`src/rtl/subtractor_borrow_serial_amisha_pkg.sv`:
```
// Shared definitions for the bit-serial borrow subtractor: state encoding,
// default operand width and the counter-width helper.
package subtractor_pkg_amisha;

  // Controller states; the encoding is owned here so every user agrees on it.
  typedef enum logic [1:0] {
    ST_IDLE = 2'd0,
    ST_RUN  = 2'd1,
    ST_DONE = 2'd2
  } state_e;

  // Default operand/result width in bits.
  localparam int DEFAULT_WIDTH = 4;

  // Ceiling log2, never below 1 so a counter always has at least one bit.
  function automatic int clog2(input int value);
    int result;
    result = 1;
    for (int i = 1; i < 31; i++) begin
      if ((1 << i) < value) begin
        result = i + 1;
      end
    end
    return result;
  endfunction

endpackage

```
`src/rtl/subtractor_borrow_serial_amisha_full_subtractor.sv`:
```
// One-bit full subtractor cell: d = a - b - bin, with borrow out.
module full_subtractor_amisha (
  input  logic a_i,
  input  logic b_i,
  input  logic bin_i,
  output logic d_o,
  output logic bout_o
);

  // Difference bit and borrow propagation for a single bit position.
  always_comb begin
    d_o    = a_i ^ b_i ^ bin_i;
    bout_o = (~a_i & b_i) | (~(a_i ^ b_i) & bin_i);
  end

endmodule

```
`src/rtl/subtractor_borrow_serial_amisha.sv`:
```
// Bit-serial WIDTH-bit subtractor (diff = a - b), LSB first, one bit per
// clock, with start/busy/done handshake, unsigned borrow-out and signed
// overflow reporting.
module subtractor_borrow_serial_amisha
  import subtractor_pkg_amisha::*;
#(
  parameter int WIDTH = DEFAULT_WIDTH
) (
  input  logic             clk_amisha,
  input  logic             rst_n_amisha,
  input  logic             start_amisha,
  input  logic [WIDTH-1:0] a_amisha,
  input  logic [WIDTH-1:0] b_amisha,
  output logic             busy_amisha,
  output logic             done_amisha,
  output logic [WIDTH-1:0] diff_amisha,
  output logic             bout_amisha,
  output logic             ovf_amisha
);

  localparam int             CW       = clog2(WIDTH);
  localparam logic [CW-1:0]  LAST_CNT = CW'(WIDTH - 1);

  state_e            state_q;
  logic [CW-1:0]     cnt_q;
  logic [CW-1:0]     cnt_d;
  logic [WIDTH-1:0]  a_q;
  logic [WIDTH-1:0]  b_q;
  logic              a_msb_q;
  logic              b_msb_q;
  logic              br_q;
  logic [WIDTH-1:0]  res_q;
  logic [WIDTH-1:0]  res_d;
  logic              bit_d;
  logic              br_d;
  logic              busy_q;
  logic              done_q;
  logic [WIDTH-1:0]  diff_q;
  logic              bout_q;
  logic              ovf_q;

  // The single cell sees the current LSBs of the operand shift registers.
  full_subtractor_amisha u_cell (
    .a_i    (a_q[0]),
    .b_i    (b_q[0]),
    .bin_i  (br_q),
    .d_o    (bit_d),
    .bout_o (br_d)
  );

  // Next result word (new bit enters at the MSB) and next counter value.
  always_comb begin
    res_d = {bit_d, res_q[WIDTH-1:1]};
    cnt_d = cnt_q + 1'b1;
  end

  // Controller, operand/result shift registers and registered outputs.
  always_ff @(posedge clk_amisha or negedge rst_n_amisha) begin
    if (!rst_n_amisha) begin
      state_q <= ST_IDLE;
      cnt_q   <= '0;
      a_q     <= '0;
      b_q     <= '0;
      a_msb_q <= 1'b0;
      b_msb_q <= 1'b0;
      br_q    <= 1'b0;
      res_q   <= '0;
      busy_q  <= 1'b0;
      done_q  <= 1'b0;
      diff_q  <= '0;
      bout_q  <= 1'b0;
      ovf_q   <= 1'b0;
    end else begin
      case (state_q)
        ST_IDLE: begin
          done_q <= 1'b0;
          if (start_amisha) begin
            a_q     <= a_amisha;
            b_q     <= b_amisha;
            // Operand sign bits are kept aside because the shift
            // registers drain them before the overflow decision.
            a_msb_q <= a_amisha[WIDTH-1];
            b_msb_q <= b_amisha[WIDTH-1];
            br_q    <= 1'b0;
            cnt_q   <= '0;
            busy_q  <= 1'b1;
            state_q <= ST_RUN;
          end
        end
        ST_RUN: begin
          a_q   <= a_q >> 1;
          b_q   <= b_q >> 1;
          res_q <= res_d;
          br_q  <= br_d;
          cnt_q <= cnt_d;
          if (cnt_q == LAST_CNT) begin
            diff_q  <= res_d;
            bout_q  <= br_d;
            // bit_d is the result MSB on the final step.
            ovf_q   <= (a_msb_q != b_msb_q) & (bit_d != a_msb_q);
            done_q  <= 1'b1;
            state_q <= ST_DONE;
          end
        end
        ST_DONE: begin
          done_q  <= 1'b0;
          busy_q  <= 1'b0;
          state_q <= ST_IDLE;
        end
        default: begin
          done_q  <= 1'b0;
          busy_q  <= 1'b0;
          state_q <= ST_IDLE;
        end
      endcase
    end
  end

  assign busy_amisha = busy_q;
  assign done_amisha = done_q;
  assign diff_amisha = diff_q;
  assign bout_amisha = bout_q;
  assign ovf_amisha  = ovf_q;

endmodule

```
`config.mk`:
```
export PLATFORM = sky130hd
export DESIGN_NAME = subtractor_borrow_serial_amisha
export DESIGN_NICKNAME = d
export VERILOG_FILES = /design/src/rtl/subtractor_borrow_serial_amisha_pkg.sv /design/src/rtl/subtractor_borrow_serial_amisha_full_subtractor.sv /design/src/rtl/subtractor_borrow_serial_amisha.sv
export SDC_FILE = /design/constraint.sdc
export NUM_CORES = 1
export LEC_CHECK = 0
export ABC_AREA = 1
export ABC_CLOCK_PERIOD_IN_PS = 1400
export CAP_MARGIN = 30
export CELL_PAD_IN_SITES_DETAIL_PLACEMENT = 1
export CELL_PAD_IN_SITES_GLOBAL_PLACEMENT = 2
export CORE_MARGIN = 2
export CORE_UTILIZATION = 28
export CTS_CLUSTER_DIAMETER = 40
export DETAILED_ROUTE_END_ITERATION = 8
export GPL_ROUTABILITY_DRIVEN = 0
export GPL_TIMING_DRIVEN = 0
export PLACE_DENSITY = 0.85
export SYNTH_ARGS = -nofsm -noshare
export SYNTH_HDL_FRONTEND = slang
export SYNTH_SLANG_ARGS = --single-unit
export TNS_END_PERCENT = 1
```
`constraint.sdc`:
```
create_clock -name clk_amisha -period 1.4 [get_ports clk_amisha]
set_clock_uncertainty 0.2 [all_clocks]
set_input_delay 0.28 -clock clk_amisha [delete_from_list [all_inputs] [get_ports clk_amisha]]
set_output_delay 0.28 -clock clk_amisha [all_outputs]
set_load 0.02 [all_outputs]
```
## Yosys cells after proc, flatten, opt, wreduce, memory -nomap -nowiden

Cells that the tools add are included.
Widths: inputs -> output; s select.

| word-level totals | value |
|---|---|
| register bits | 27 |
| word-level logic and storage cells | 51 |

| operators by class | value |
|---|---|
| $add $sub $neg | 1 |
| eq/ne operators | 6 |
| mux-type cells | 15 |
| bitwise gates (word level) | 9 |
| reduce and logical (&&, ||, !) cells | 7 |

Operator list:

| cell | number |
|---|---|
| $pmux 4 s2 | 2 |
| $reduce_and 2->1 | 5 |
| $mux 4 | 2 |
| $pmux 2 s2 | 2 |
| $mux 2 | 3 |
| $mux 1 | 4 |
| $ne 2x2->1 const B | 2 |
| $pmux 1 s2 | 2 |
| $and 1x1->1 | 3 |
| $not 1->1 | 3 |
| $add 2x1->2 const B | 1 |
| $eq 2x1->1 const B | 1 |
| $eq 2x2->1 const B | 1 |
| $logic_not 2->1 | 1 |
| $ne 1x1->1 | 2 |
| $reduce_bool 2->1 | 1 |
| $xor 1x1->1 | 2 |
| $or 1x1->1 | 1 |

## Logic depth before layout (Yosys ltp)

Gate-level depths: netlist of the first run.

| depth | value |
|---|---|
| depth in word-level cells | 5 |
| depth in mapped cells | 7 |
| mapped depth without buffers | 7 |

## Cells and area by module

Synthesis of the first run repeated with hierarchy kept, for this count alone.

| unflattened totals | value |
|---|---|
| cells, all modules | 132 |
| area, all modules | 1,147.4 µm² |

By module, submodules not included:

| module | times used | cells an instance | area each (µm²) | sequential area each (µm²) |
|---|---|---|---|---|
| subtractor_borrow_serial_amisha | 1 | 128 | 1,116.1 | 650.6 |
| full_subtractor_amisha | 1 | 4 | 31.3 | 0.0 |

## Least setup slack after synthesis of the first run

OpenSTA, ideal clock, no wires.

| timing path | value |
|---|---|
| path type | register to register |
| start | reg b_q[0] |
| end | reg ovf_q (netlist: ovf_amisha) |
| arrival time | 1,177 ps |
| data required time | 1,084 ps |
| setup slack | -94 ps |
| cell stages (with the launch flop) | 8 |
| path buffers | 0 |
| period minus slack after synthesis | 1,494 ps |
| cell sequence | dfrtp_1 -> inv_1 -> fa_1 -> inv_1 -> nand3_1 -> nand2_1 -> nand2_1 -> nand2_1 |

| between the ends | value |
|---|---|
| longest elaborated chain between the ends | 4 |

RTL lines:

| what | line | text |
|---|---|---|
| from (decl) | subtractor_borrow_serial_amisha.sv:28 | `logic [WIDTH-1:0] b_q;` |
| from (signal assigned) | subtractor_borrow_serial_amisha.sv:79 | `b_q <= b_amisha;` |
| from (signal assigned) | subtractor_borrow_serial_amisha.sv:92 | `b_q <= b_q >> 1;` |
| $xor 1x1->1 (2 in series) | subtractor_borrow_serial_amisha_full_subtractor.sv:12 | `d_o = a_i ^ b_i ^ bin_i;` |
| named net bit_d | subtractor_borrow_serial_amisha.sv:34 | `logic bit_d;` |
| $ne 1x1->1 | subtractor_borrow_serial_amisha.sv:100 | `ovf_q <= (a_msb_q != b_msb_q) & (bit_d != a_msb_q);` |
| $and 1x1->1 | subtractor_borrow_serial_amisha.sv:100 |  |
| to (signal assigned) | subtractor_borrow_serial_amisha.sv:100 |  |
| to (decl) | subtractor_borrow_serial_amisha.sv:40 | `logic ovf_q;` |

The timed path passes the listed nets, and every way through them passes these cells.
A chain may end at the register's enable or synchronous reset.

## Worst setup path in the final report of the first run

Same ends and word-level chain as after synthesis.

==> results.md, run 1 <==
- HP Class: input port to async pin
- Worst skew pair latency: 0.27 ns
- Final total power: 0.00342 W
- Post-layout minimum cycle time: 1.59 ns
- Switching Fraction: 0.400
- Post-synthesis cell area: 1140 µm²
- Yosys cell types: 17
- Die area: 4600 µm²
- Max IR drop VDD: 1.08 mV
- Clk sinks: 26
- Crit path max-delay family: adder cells
- Power share of the clock group: 0.182
- Largest net degree at the start of global routing: 16
- Worst Setup Start Kind: flip-flop
- Worst-Margin Slew: 0.651 ns
- Max_slew headroom: 0.565
- Port bufs: 18
- Overflow after GRT: 0
- Kind of critical path: flip-flop to flip-flop
- Initial antenna violation count: 0
- Power Density: 2350 nW/µm²
- CTS buffer count: 3
- DR iter-0 viols: 33
- WP depth: 7
- Post-Route WL: 2560 µm
- Die height: 67.8 µm
- Slowest cell on crit path: fa_2
- Peak Freq: 627 MHz
- R2R cell count: 7
- Status: finished, violations left
- FF+latch count, synth: 26
- Die W: 67.8 µm
- Reg clk slew, reported paths: 0.09 ns
- Most frequent CP cell: nand2_1
- Final setup violation count: 3
- Initial Util: 0.287
- TritonRoute pass-1 iters: 4
- Final Hold Violating Endpoints: 0
- Reg-to-Reg Start: b_q[0]$_DFFE_PN0P_
- Layout Nets: 168
- Area Overhead vs Synth: 27.8%
- Share of power burned in registers: 0.374
- Row count: 23
- Crit share post-route: 1.14
- DR WL/cell: 12.5 µm
- IO Pins: 19
- Clock root buffer: clkbuf_8
- Buffer and inverter count on the worst path: 2
- Post-place setup slack: -0.242 ns
- CTS H-tree depth: 1
- Count of pins over their slew limit: 0
- Post-CTS Hold Fix Bufs: 0
- Failing checks: setup timing
- Int Power: 0.00206 W
- Max Cap Viol: 0
- Vias in the first global route: 996
- Leakage: 0.752 nW
- Final antenna diode count: 0
- Crit path cell chain: inv_2, fa_2, inv_2, nand3_2, nand2_1, nand2_1, nand2_1
- Comb power frac: 0.445
- Synthesized area per cell: 8.84 µm²
- Slowest stage delay, CP: 0.60 ns
- Fraction of layout cells with a size suffix above 1: 0.214
- Psw: 0.00137 W
- Total Routing Usage GR: 0.131
- Endpoint class of the critical path: flip-flop
- RSZ-0062 raised after global routing: true
- Multi-input gate area: 417 µm²
- Worst Path Arrival: 1.57 ns
- Setup tns final: -0.473 ns
- Synth Net Count: 142
- Post-route ant nets: 0
- Via/cell ratio: 4.45
- FF+latch area: 651 µm²
- TritonCTS clock tree: done
- Crit path max fanout: 3
- Syn Inst Count: 129
- DP Wirelength: 1920 µm
- R2R setup slack: -0.19 ns
- Buffer depth of the longest clock path: 2
- Synth warnings: 0
- Total number of vias: 907
- First-pass GRT wire length: 4480 µm
- # fillers: 481
- Post-route setup slack: -0.195 ns
- Core footprint: 3970 µm²
- Layout Utilization: 0.367
- Seq/Total Area, Yosys: 0.571
- Data required time of the critical path: 1.37 ns
- Reg2reg end: ovf_amisha$_DFFE_PN0P_
- DRC Markers: 0
[cells in the final DEF (no fill, tap or decap), types with 4 or more instances in the layout]
cell type	instances
o21ai_2	5
clkdlybuf4s50_1	10
inv_1	9
nand3_1	8
buf_4	5
buf_2	8
dfrtp_1	26
nand2_1	52
o21ai_1	4
nor2_1	4
o21ai_0	6
[registers in the layout, summed over array words and instances (netlist names)]
signal and flops:
a_q 4, b_q 4, diff_amisha 4, res_q 3
cnt_q 2, state_q 2, a_msb_q 1, b_msb_q 1
bout_amisha 1, br_q 1, busy_amisha 1, done_amisha 1
ovf_amisha 1
[synthesized netlist by cell type]
master,count,area share
a21oi_1,1,0.0044
buf_2,1,0.0044
buf_4,2,0.013
buf_6,1,0.0099
dfrtp_1,26,0.57
fa_1,1,0.018
ha_1,1,0.011
inv_1,12,0.040
inv_4,1,0.0055
nand2_1,53,0.17
nand2_2,1,0.0055
nand3_1,9,0.040
nand3_2,1,0.0088
nor2_1,4,0.013
o21ai_0,8,0.035
o21ai_1,2,0.0088
o21ai_2,5,0.038
[power by group through the flow]
stage / combinational, W / clock [W] / sequential [W]
6_report: 0.00152 / 0.000622 / 0.00128
4_1_cts: 0.00148 / 0.000639 / 0.00128
5_1_grt: 0.00174 / 0.000669 / 0.00133
3_5_place_dp: 0.00154 / 0 / 0.00129
2_1_floorplan: 0.000900 / 0 / 0.00137
3_3_place_gp: 0.00148 / 0 / 0.00128
[worst register-to-register path: stages, from the launching register on]
cell     delay (ns)
dfrtp_1        0.38
inv_2          0.05
fa_2           0.60
inv_2          0.07
nand3_2        0.05
nand2_1        0.05
nand2_1        0.05
nand2_1        0.05
[what timing repair did]
item                                    in CTS  in global routing
endpoints found under the setup margin      11                 17
buffers inserted                             0                  2
endpoints found under the hold margin        0                  0
pin swaps                                    2                  2
resized for setup                           33                  7
[layout make-up]
type                            count  share of cell area
Sequential cell                    26               0.447
Tap cell                           50              0.0430
Multi-Input combinational cell     86               0.286
Clock buffer                        3              0.0284
Buffer                              4              0.0232
Inverter                           13              0.0352
Clock inverter                      1              0.0206
Timing Repair Buffer               21               0.117
[how the worst max path moves through the flow]
stage                                             to                from  slack, ns
after floorplan               ovf_amisha$_DFFE_PN0P_    br_q$_DFFE_PN0P_      -0.07
after global placement    diff_amisha[2]$_DFFE_PN0P_        rst_n_amisha      -0.49
after detailed placement          a_q[3]$_DFFE_PN0P_        start_amisha      -0.24
after CTS                     ovf_amisha$_DFFE_PN0P_    br_q$_DFFE_PN0P_      -0.20
after global routing          ovf_amisha$_DFFE_PN0P_  b_q[0]$_DFFE_PN0P_      -0.28
final                         ovf_amisha$_DFFE_PN0P_  b_q[0]$_DFFE_PN0P_      -0.19
[logic make-up (layout without fill, tap and decap cells)]
logic type,after synthesis,in the layout,share of synthesized area
fa+ha+maj,2,2,0.0285
simple gates,68,68,0.241
flops,26,26,0.571
buf+inv,17,42,0.0724
compound gates,16,16,0.0867
[per-layer routing]
layer / GRT usage / share of wire / vias to the layer above
met5: 0 / 0 / -
met4: 0.0150 / 0 / 0
met3: 0.0383 / 0.058 / 0
met2: 0.233 / 0.51 / 24
met1: 0.160 / 0.43 / 435
li1: - / - / 448
[per-stage QoR]
stage	hold WS (ns)	cells	area, µm²
floorplan	-0.216	129	1140
CTS	0.230	202	1440
finish	0.203	204	1460
global route	0.237	204	1460
detailed placement	0.265	198	1400
global placement	0.263	197	1390
No activity file was read; power rests on OpenSTA's default activity.
==> run 2, diff against run 1 <==
--- a/config.mk
+++ b/config.mk
@@ -11,12 +11,13 @@
 export CELL_PAD_IN_SITES_DETAIL_PLACEMENT = 1
 export CELL_PAD_IN_SITES_GLOBAL_PLACEMENT = 2
 export CORE_MARGIN = 2
-export CORE_UTILIZATION = 28
-export CTS_CLUSTER_DIAMETER = 40
+export CORE_UTILIZATION = 29
+export CTS_BUF_LIST = sky130_fd_sc_hd__clkbuf_8
+export CTS_CLUSTER_DIAMETER = 60
 export DETAILED_ROUTE_END_ITERATION = 8
 export GPL_ROUTABILITY_DRIVEN = 0
 export GPL_TIMING_DRIVEN = 0
-export PLACE_DENSITY = 0.85
+export PLACE_DENSITY = 0.87
 export SYNTH_ARGS = -nofsm -noshare
 export SYNTH_HDL_FRONTEND = slang
 export SYNTH_SLANG_ARGS = --single-unit
==> run 2 against run 1 <==
The flow still finishes with violations (setup timing). Worst setup slack worse by 0.0060 ns. Critical endpoint unchanged. Sequential power about the same. Non-clock buffer count down 1. Design area down 0.95%.
==> results.md, run 2 (same netlist as run 1, synthesis figures left out) <==
- Port bufs: 18 (unchanged)
- TritonRoute pass-1 iters: 3 (was 4)
- Slowest stage delay, CP: 0.61 ns (was 0.60 ns)
- Total Routing Usage GR: 0.135 (was 0.131)
- Layout Nets: 167 (was 168)
- Fraction of layout cells with a size suffix above 1: 0.203 (was 0.214)
- Clk sinks: 26 (unchanged)
- Worst-Margin Slew: 0.556 ns (was 0.651 ns)
- DR WL/cell: 12.4 µm (was 12.5 µm)
- Total number of vias: 900 (was 907)
- RSZ-0062 raised after global routing: true (unchanged)
- Commonest non-fill, non-tap cell in the layout: nand2_1 (unchanged)
- Crit path cell chain: inv_2, fa_2, inv_2, nand3_2, nand2_1, nand2_1, nand2_1 (unchanged)
- Max IR drop VDD: 0.862 mV (was 1.08 mV)
- Post-route ant nets: 0 (unchanged)
- Vias in the first global route: 1006 (was 996)
- Leakage: 0.746 nW (was 0.752 nW)
- Failing checks: setup timing (unchanged)
- Largest net degree at the start of global routing: 19 (was 16)
- Buffer depth of the longest clock path: 2 (unchanged)
- Reg-to-Reg Start: br_q$_DFFE_PN0P_ (was b_q[0]$_DFFE_PN0P_)
- Most frequent cells in the layout: 52 x nand2_1, 26 x dfrtp_1, 10 x inv_1, 10 x clkdlybuf4s50_1 (was 52 x nand2_1, 26 x dfrtp_1, 10 x clkdlybuf4s50_1)
- Final Hold Violating Endpoints: 0 (unchanged)
- Die area: 4450 µm² (was 4600 µm²)
- Die height: 66.7 µm (was 67.8 µm)
- Worst skew pair latency: 0.27 ns (about the same)
- DP Wirelength: 1810 µm (was 1920 µm)
- Kind of critical path: flip-flop to flip-flop (unchanged)
- Endpoint class of the critical path: flip-flop (unchanged)
- Worst Setup Start Kind: flip-flop (unchanged)
- Status: finished, violations left (unchanged)
- Crit path max fanout: 3 (unchanged)
- Overflow after GRT: 0 (unchanged)
- Peak Freq: 625 MHz (was 627 MHz)
- Row count: 22 (was 23)
- Max Cap Viol: 0 (unchanged)
- DR iter-0 viols: 36 (was 33)
- Count of pins over their slew limit: 0 (unchanged)
- Crit share post-route: 1.14 (about the same)
- First-pass GRT wire length: 4530 µm (was 4480 µm)
- CTS buffer count: 3 (unchanged)
- Data required time of the critical path: 1.36 ns (was 1.37 ns)
- Final antenna diode count: 0 (unchanged)
- Post-layout minimum cycle time: 1.60 ns (was 1.59 ns)
- Initial antenna violation count: 0 (unchanged)
- Post-CTS Hold Fix Bufs: 0 (unchanged)
- HP Class: input port to async pin (unchanged)
- Power Density: 2230 nW/µm² (was 2350 nW/µm²)
- Area Overhead vs Synth: 26.6% (was 27.8%)
- Max_slew headroom: 0.628 (was 0.565)
- Worst Path Arrival: 1.56 ns (was 1.57 ns)
- Post-DP Area: 1410 µm² (was 1400 µm²)
- R2R cell count: 7 (unchanged)
- Clock root buffer: clkbuf_8 (unchanged)
- Crit path max-delay family: adder cells (unchanged)
- Final total power: 0.00321 W (was 0.00342 W)
- Initial Util: 0.307 (was 0.287)
- Final setup violation count: 3 (unchanged)
- Post-route setup slack: -0.201 ns (was -0.195 ns)
- Buffer and inverter count on the worst path: 2 (unchanged)
- IO Pins: 19 (unchanged)
- DRC Markers: 0 (unchanged)
- Design Area, Final: 1440 µm² (was 1460 µm²)
- TritonCTS clock tree: done (unchanged)
- Slowest cell on crit path: fa_2 (unchanged)
- Reg2reg end: ovf_amisha$_DFFE_PN0P_ (unchanged)
- R2R setup slack: -0.20 ns (was -0.19 ns)
- Setup tns final: -0.368 ns (was -0.473 ns)
- Die W: 66.7 µm (was 67.8 µm)
- CTS H-tree depth: 1 (unchanged)
- Via/cell ratio: 4.48 (was 4.45)
- Most frequent CP cell: nand2_1 (unchanged)
- Core footprint: 3720 µm² (was 3970 µm²)
- Post-Route WL: 2480 µm (was 2560 µm)
- Reg clk slew, reported paths: 0.09 ns (about the same)
==> run 2: cell type report <==
class | instances | area [µm²]
flip-flops and latches | 26 | 651
plain buffers | 4 | 33.8
fillers | 452 | 2270
well taps | 48 | 60.1
repair buffers | 20 | 175
multi-input cells | 86 | 417
clock buffers | 4 | 55.1
inverters | 13 | 51.3
==> run 2: repair_timing <==
item,in CTS,in global routing
setup endpoints to repair,11,15
cloned,0,0
resized for setup,32,5
buffers inserted,0,1
pin swaps,1,0
endpoints found under the hold margin,0,0
==> run 2: worst max-delay path by stage <==
stage | from | to | slack [ns] | cells after the start
after floorplan | br_q$_DFFE_PN0P_ | ovf_amisha$_DFFE_PN0P_ | -0.07 | 7
after global placement | rst_n_amisha | diff_amisha[2]$_DFFE_PN0P_ | -0.51 | 1
after detailed placement | br_q$_DFFE_PN0P_ | ovf_amisha$_DFFE_PN0P_ | -0.21 | 7
after CTS | br_q$_DFFE_PN0P_ | ovf_amisha$_DFFE_PN0P_ | -0.21 | 7
after global routing | br_q$_DFFE_PN0P_ | ovf_amisha$_DFFE_PN0P_ | -0.31 | 7
final | br_q$_DFFE_PN0P_ | ovf_amisha$_DFFE_PN0P_ | -0.20 | 7
==> run 2: power by group <==
part / internal [W] / switching (W) / total (W)
clock network: 0.000251 / 0.000234 / 0.000486
logic: 0.000552 / 0.000894 / 0.00145
registers: 0.00108 / 0.000200 / 0.00128
total: 0.00188 / 0.00133 / 0.00321
==> run 2: through the flow <==
stage,setup WS (ns),hold slack [ns],utilization,instances
4_1_cts,-0.209,0.170,0.388,200
3_5_place_dp,-0.207,0.265,0.380,196
6_report,-0.201,0.168,0.388,201
3_3_place_gp,-0.513,0.261,0.373,195
5_1_grt,-0.305,0.165,0.388,201
2_1_floorplan,-0.0666,-0.216,-,129
==> run 2: per-layer routing <==
metal	share of wire	GRT usage
met2	0.48	0.228
met5	0	0
met4	0.0093	0.0383
met1	0.47	0.172
met3	0.045	0.0338
==> run 3, diff against run 2 <==
--- a/config.mk
+++ b/config.mk
@@ -18,6 +18,7 @@
 export GPL_ROUTABILITY_DRIVEN = 0
 export GPL_TIMING_DRIVEN = 0
 export PLACE_DENSITY = 0.87
+export SLEW_MARGIN = 20
 export SYNTH_ARGS = -nofsm -noshare
 export SYNTH_HDL_FRONTEND = slang
 export SYNTH_SLANG_ARGS = --single-unit
==> run 3 against run 2 <==
The flow still finishes with violations (setup timing). Hold slack better by 0.12 ns. Cell count is 0.50% higher. Register-to-register slack better by 0.03 ns. Non-clock buffer count is 1 higher. Wire length hardly changed. First-iteration DRC count is 28% lower. Core utilization is 0.40 points lower. Clock power is 0.8% lower. Worst setup slack better by 0.032 ns. Maximum frequency is 2.0% higher. Via count is 0.33% higher. Die area stayed put. Largest cell class unchanged.
==> results.md, run 3 (same netlist as run 1, synthesis figures left out) <==
- IO Pins: 19 (unchanged)
- DP Wirelength: 1790 µm (was 1810 µm)
- Peak Freq: 637 MHz (was 625 MHz)
- Max IR drop VDD: 0.899 mV (was 0.862 mV)
- Data required time of the critical path: 1.36 ns (about the same)
- Die W: 66.7 µm (unchanged)
- Clock root buffer: clkbuf_8 (unchanged)
- Worst skew pair latency: 0.26 ns (was 0.27 ns)
- Clk sinks: 26 (unchanged)
- Post-route ant nets: 0 (unchanged)
- Power share of the clock group: 0.148 (was 0.151)
- Buffer and inverter count on the worst path: 2 (unchanged)
- Crit path max fanout: 3 (unchanged)
- Core footprint: 3720 µm² (unchanged)
- Max_slew headroom: 0.607 (was 0.628)
- Status: finished, violations left (unchanged)
- Reg-to-Reg Start: br_q$_DFFE_PN0P_ (unchanged)
- Count of pins over their slew limit: 0 (unchanged)
- Initial Util: 0.307 (unchanged)
- Reg2reg end: ovf_amisha$_DFFE_PN0P_ (unchanged)
- Row count: 22 (unchanged)
- Buffer depth of the longest clock path: 2 (unchanged)
- Kind of critical path: flip-flop to flip-flop (unchanged)
- R2R cell count: 7 (unchanged)
- Most frequent CP cell: nand2_1 (unchanged)
- Critical path endpoint: ovf_amisha$_DFFE_PN0P_ (unchanged)
- Die area: 4450 µm² (unchanged)
- Max Cap Viol: 0 (unchanged)
- Final antenna diode count: 0 (unchanged)
- Die height: 66.7 µm (unchanged)
- Post-layout minimum cycle time: 1.57 ns (was 1.60 ns)
- Reg clk slew, reported paths: 0.09 ns (about the same)
- Worst Path Arrival: 1.53 ns (was 1.56 ns)
- Final setup violation count: 3 (unchanged)
- Failing checks: setup timing (unchanged)
- Total Routing Usage GR: 0.132 (was 0.135)
- Overflow after GRT: 0 (unchanged)
- Fraction of layout cells with a size suffix above 1: 0.214 (was 0.203)
- Crit path cell chain: inv_2, fa_2, inv_2, nand3_2, nand2_1, nand2_1, nand2_1 (unchanged)
- Power Density: 2280 nW/µm² (was 2230 nW/µm²)
- TritonRoute pass-1 iters: 3 (unchanged)
- R2R setup slack: -0.17 ns (was -0.20 ns)
- Leakage: 0.742 nW (was 0.746 nW)
- Port bufs: 18 (unchanged)
- Post-Route WL: 2480 µm (about the same)
- DRC Markers: 0 (unchanged)
- Area Overhead vs Synth: 25.2% (was 26.6%)
- Int Power: 0.00192 W (was 0.00188 W)
- Psw: 0.00134 W (was 0.00133 W)
- Post-route setup slack: -0.169 ns (was -0.201 ns)
- Vias in the first global route: 1001 (was 1006)
- Hold Crit Depth: 2
- DR iter-0 viols: 26 (was 36)
- Layout Nets: 168 (was 167)
- Switching Fraction: 0.412 (was 0.414)
- First-pass GRT wire length: 4490 µm (was 4530 µm)
- Crit path max-delay family: adder cells (unchanged)
- Worst-Margin Slew: 0.590 ns (was 0.556 ns)
- Slowest stage delay, CP: 0.60 ns (was 0.61 ns)
- Total number of vias: 903 (was 900)
- Slowest cell on crit path: fa_2 (unchanged)
- Comb power frac: 0.460 (was 0.450)
- HP Class: flip-flop to flip-flop (was input port to async pin)
- Setup tns final: -0.408 ns (was -0.368 ns)
- Initial antenna violation count: 0 (unchanged)
- CP startpoint: br_q$_DFFE_PN0P_ (unchanged)
- Largest net degree at the start of global routing: 27 (was 19)
- Share of power burned in registers: 0.392 (was 0.398)
- Via/cell ratio: 4.47 (was 4.48)
- Final Hold Violating Endpoints: 0 (unchanged)
- Worst Setup Start Kind: flip-flop (unchanged)
- Endpoint class of the critical path: flip-flop (unchanged)
- WHS: 0.286 ns (was 0.168 ns)
- # fillers: 465 (was 452)
- Crit share post-route: 1.12 (was 1.14)
- DR WL/cell: 12.3 µm (was 12.4 µm)
- WP depth: 7 (unchanged)
- Most frequent cells in the layout: 52 x nand2_1, 26 x dfrtp_1, 9 x inv_1, 9 x clkdlybuf4s50_1, 9 x buf_2 (was 52 x nand2_1, 26 x dfrtp_1, 10 x inv_1, 10 x clkdlybuf4s50_1)
- CTS H-tree depth: 1 (unchanged)
- TritonCTS clock tree: done (unchanged)
- RSZ-0062 raised after global routing: true (unchanged)
- Commonest non-fill, non-tap cell in the layout: nand2_1 (unchanged)
- CTS buffer count: 3 (unchanged)
## run 3: final cells by class
class	count	area (µm²)	share of cell area
flip-flops and latches	26	651	0.456
multi-input cells	86	417	0.292
repair buffers	21	160	0.112
well taps	48	60.1	0.0421
clock buffers	4	55.1	0.0386
inverters	13	51.3	0.0359
plain buffers	4	33.8	0.0237
## run 3: how the worst min path moves through the flow
stage	from	to	slack, ns
finish	diff_amisha[3]$_DFFE_PN0P_	diff_amisha[3]$_DFFE_PN0P_	0.29
global placement	cnt_q[1]$_DFFE_PN0P_	cnt_q[1]$_DFFE_PN0P_	0.26
CTS	res_q[1]$_DFFE_PN0P_	diff_amisha[0]$_DFFE_PN0P_	0.29
global route	cnt_q[0]$_DFFE_PN0P_	cnt_q[0]$_DFFE_PN0P_	0.32
floorplan	rst_n_amisha	a_msb_q$_DFFE_PN0P_	-0.22
detailed placement	rst_n_amisha	a_q[2]$_DFFE_PN0P_	0.13
## run 3: power groups by stage
stage               Sequential (W)  Clock [W]  Combinational [W]
floorplan                  0.00137          0           0.000900
global placement           0.00128          0            0.00148
global route               0.00133   0.000540            0.00173
detailed placement         0.00129          0            0.00152
finish                     0.00128   0.000482            0.00150
CTS                        0.00128   0.000501            0.00151
## run 3: what timing repair did
action / 4_1_cts / 5_1_grt
endpoints found under the setup margin: 11 / 16
setup buffers: 0 / 2
gates resized for setup: 29 / 10
hold buffers: 1 / 0
pin swaps: 2 / 1
endpoints found under the hold margin: 26 / 0
## run 3: worst min-delay path: cells and delay by family, from the launching register on
kind	cells	cell delay [ns]
AND/OR/NAND/NOR	1	0.06
flip-flops	1	0.35
AO/OA/AOI/OAI	1	0.05
## run 3: per-layer routing
layer | vias up | GRT usage | part of all wire
li1 | 451 | - | -
met1 | 439 | 0.170 | 0.46
met2 | 13 | 0.233 | 0.50
met3 | 0 | 0.0203 | 0.035
met4 | 0 | 0.0306 | 0
met5 | - | 0 | 0
## run 3: stage by stage
step           cell area [µm²]  setup slack [ns]  utilization  power, W  cells
2_1_floorplan             1140           -0.0666            -   0.00227    129
3_3_place_gp              1390            -0.513        0.373   0.00276    195
3_5_place_dp              1380            -0.210        0.371   0.00282    195
4_1_cts                   1440            -0.215        0.387   0.00329    200
5_1_grt                   1430            -0.285        0.384   0.00360    202
6_report                  1430            -0.169        0.384   0.00326    202
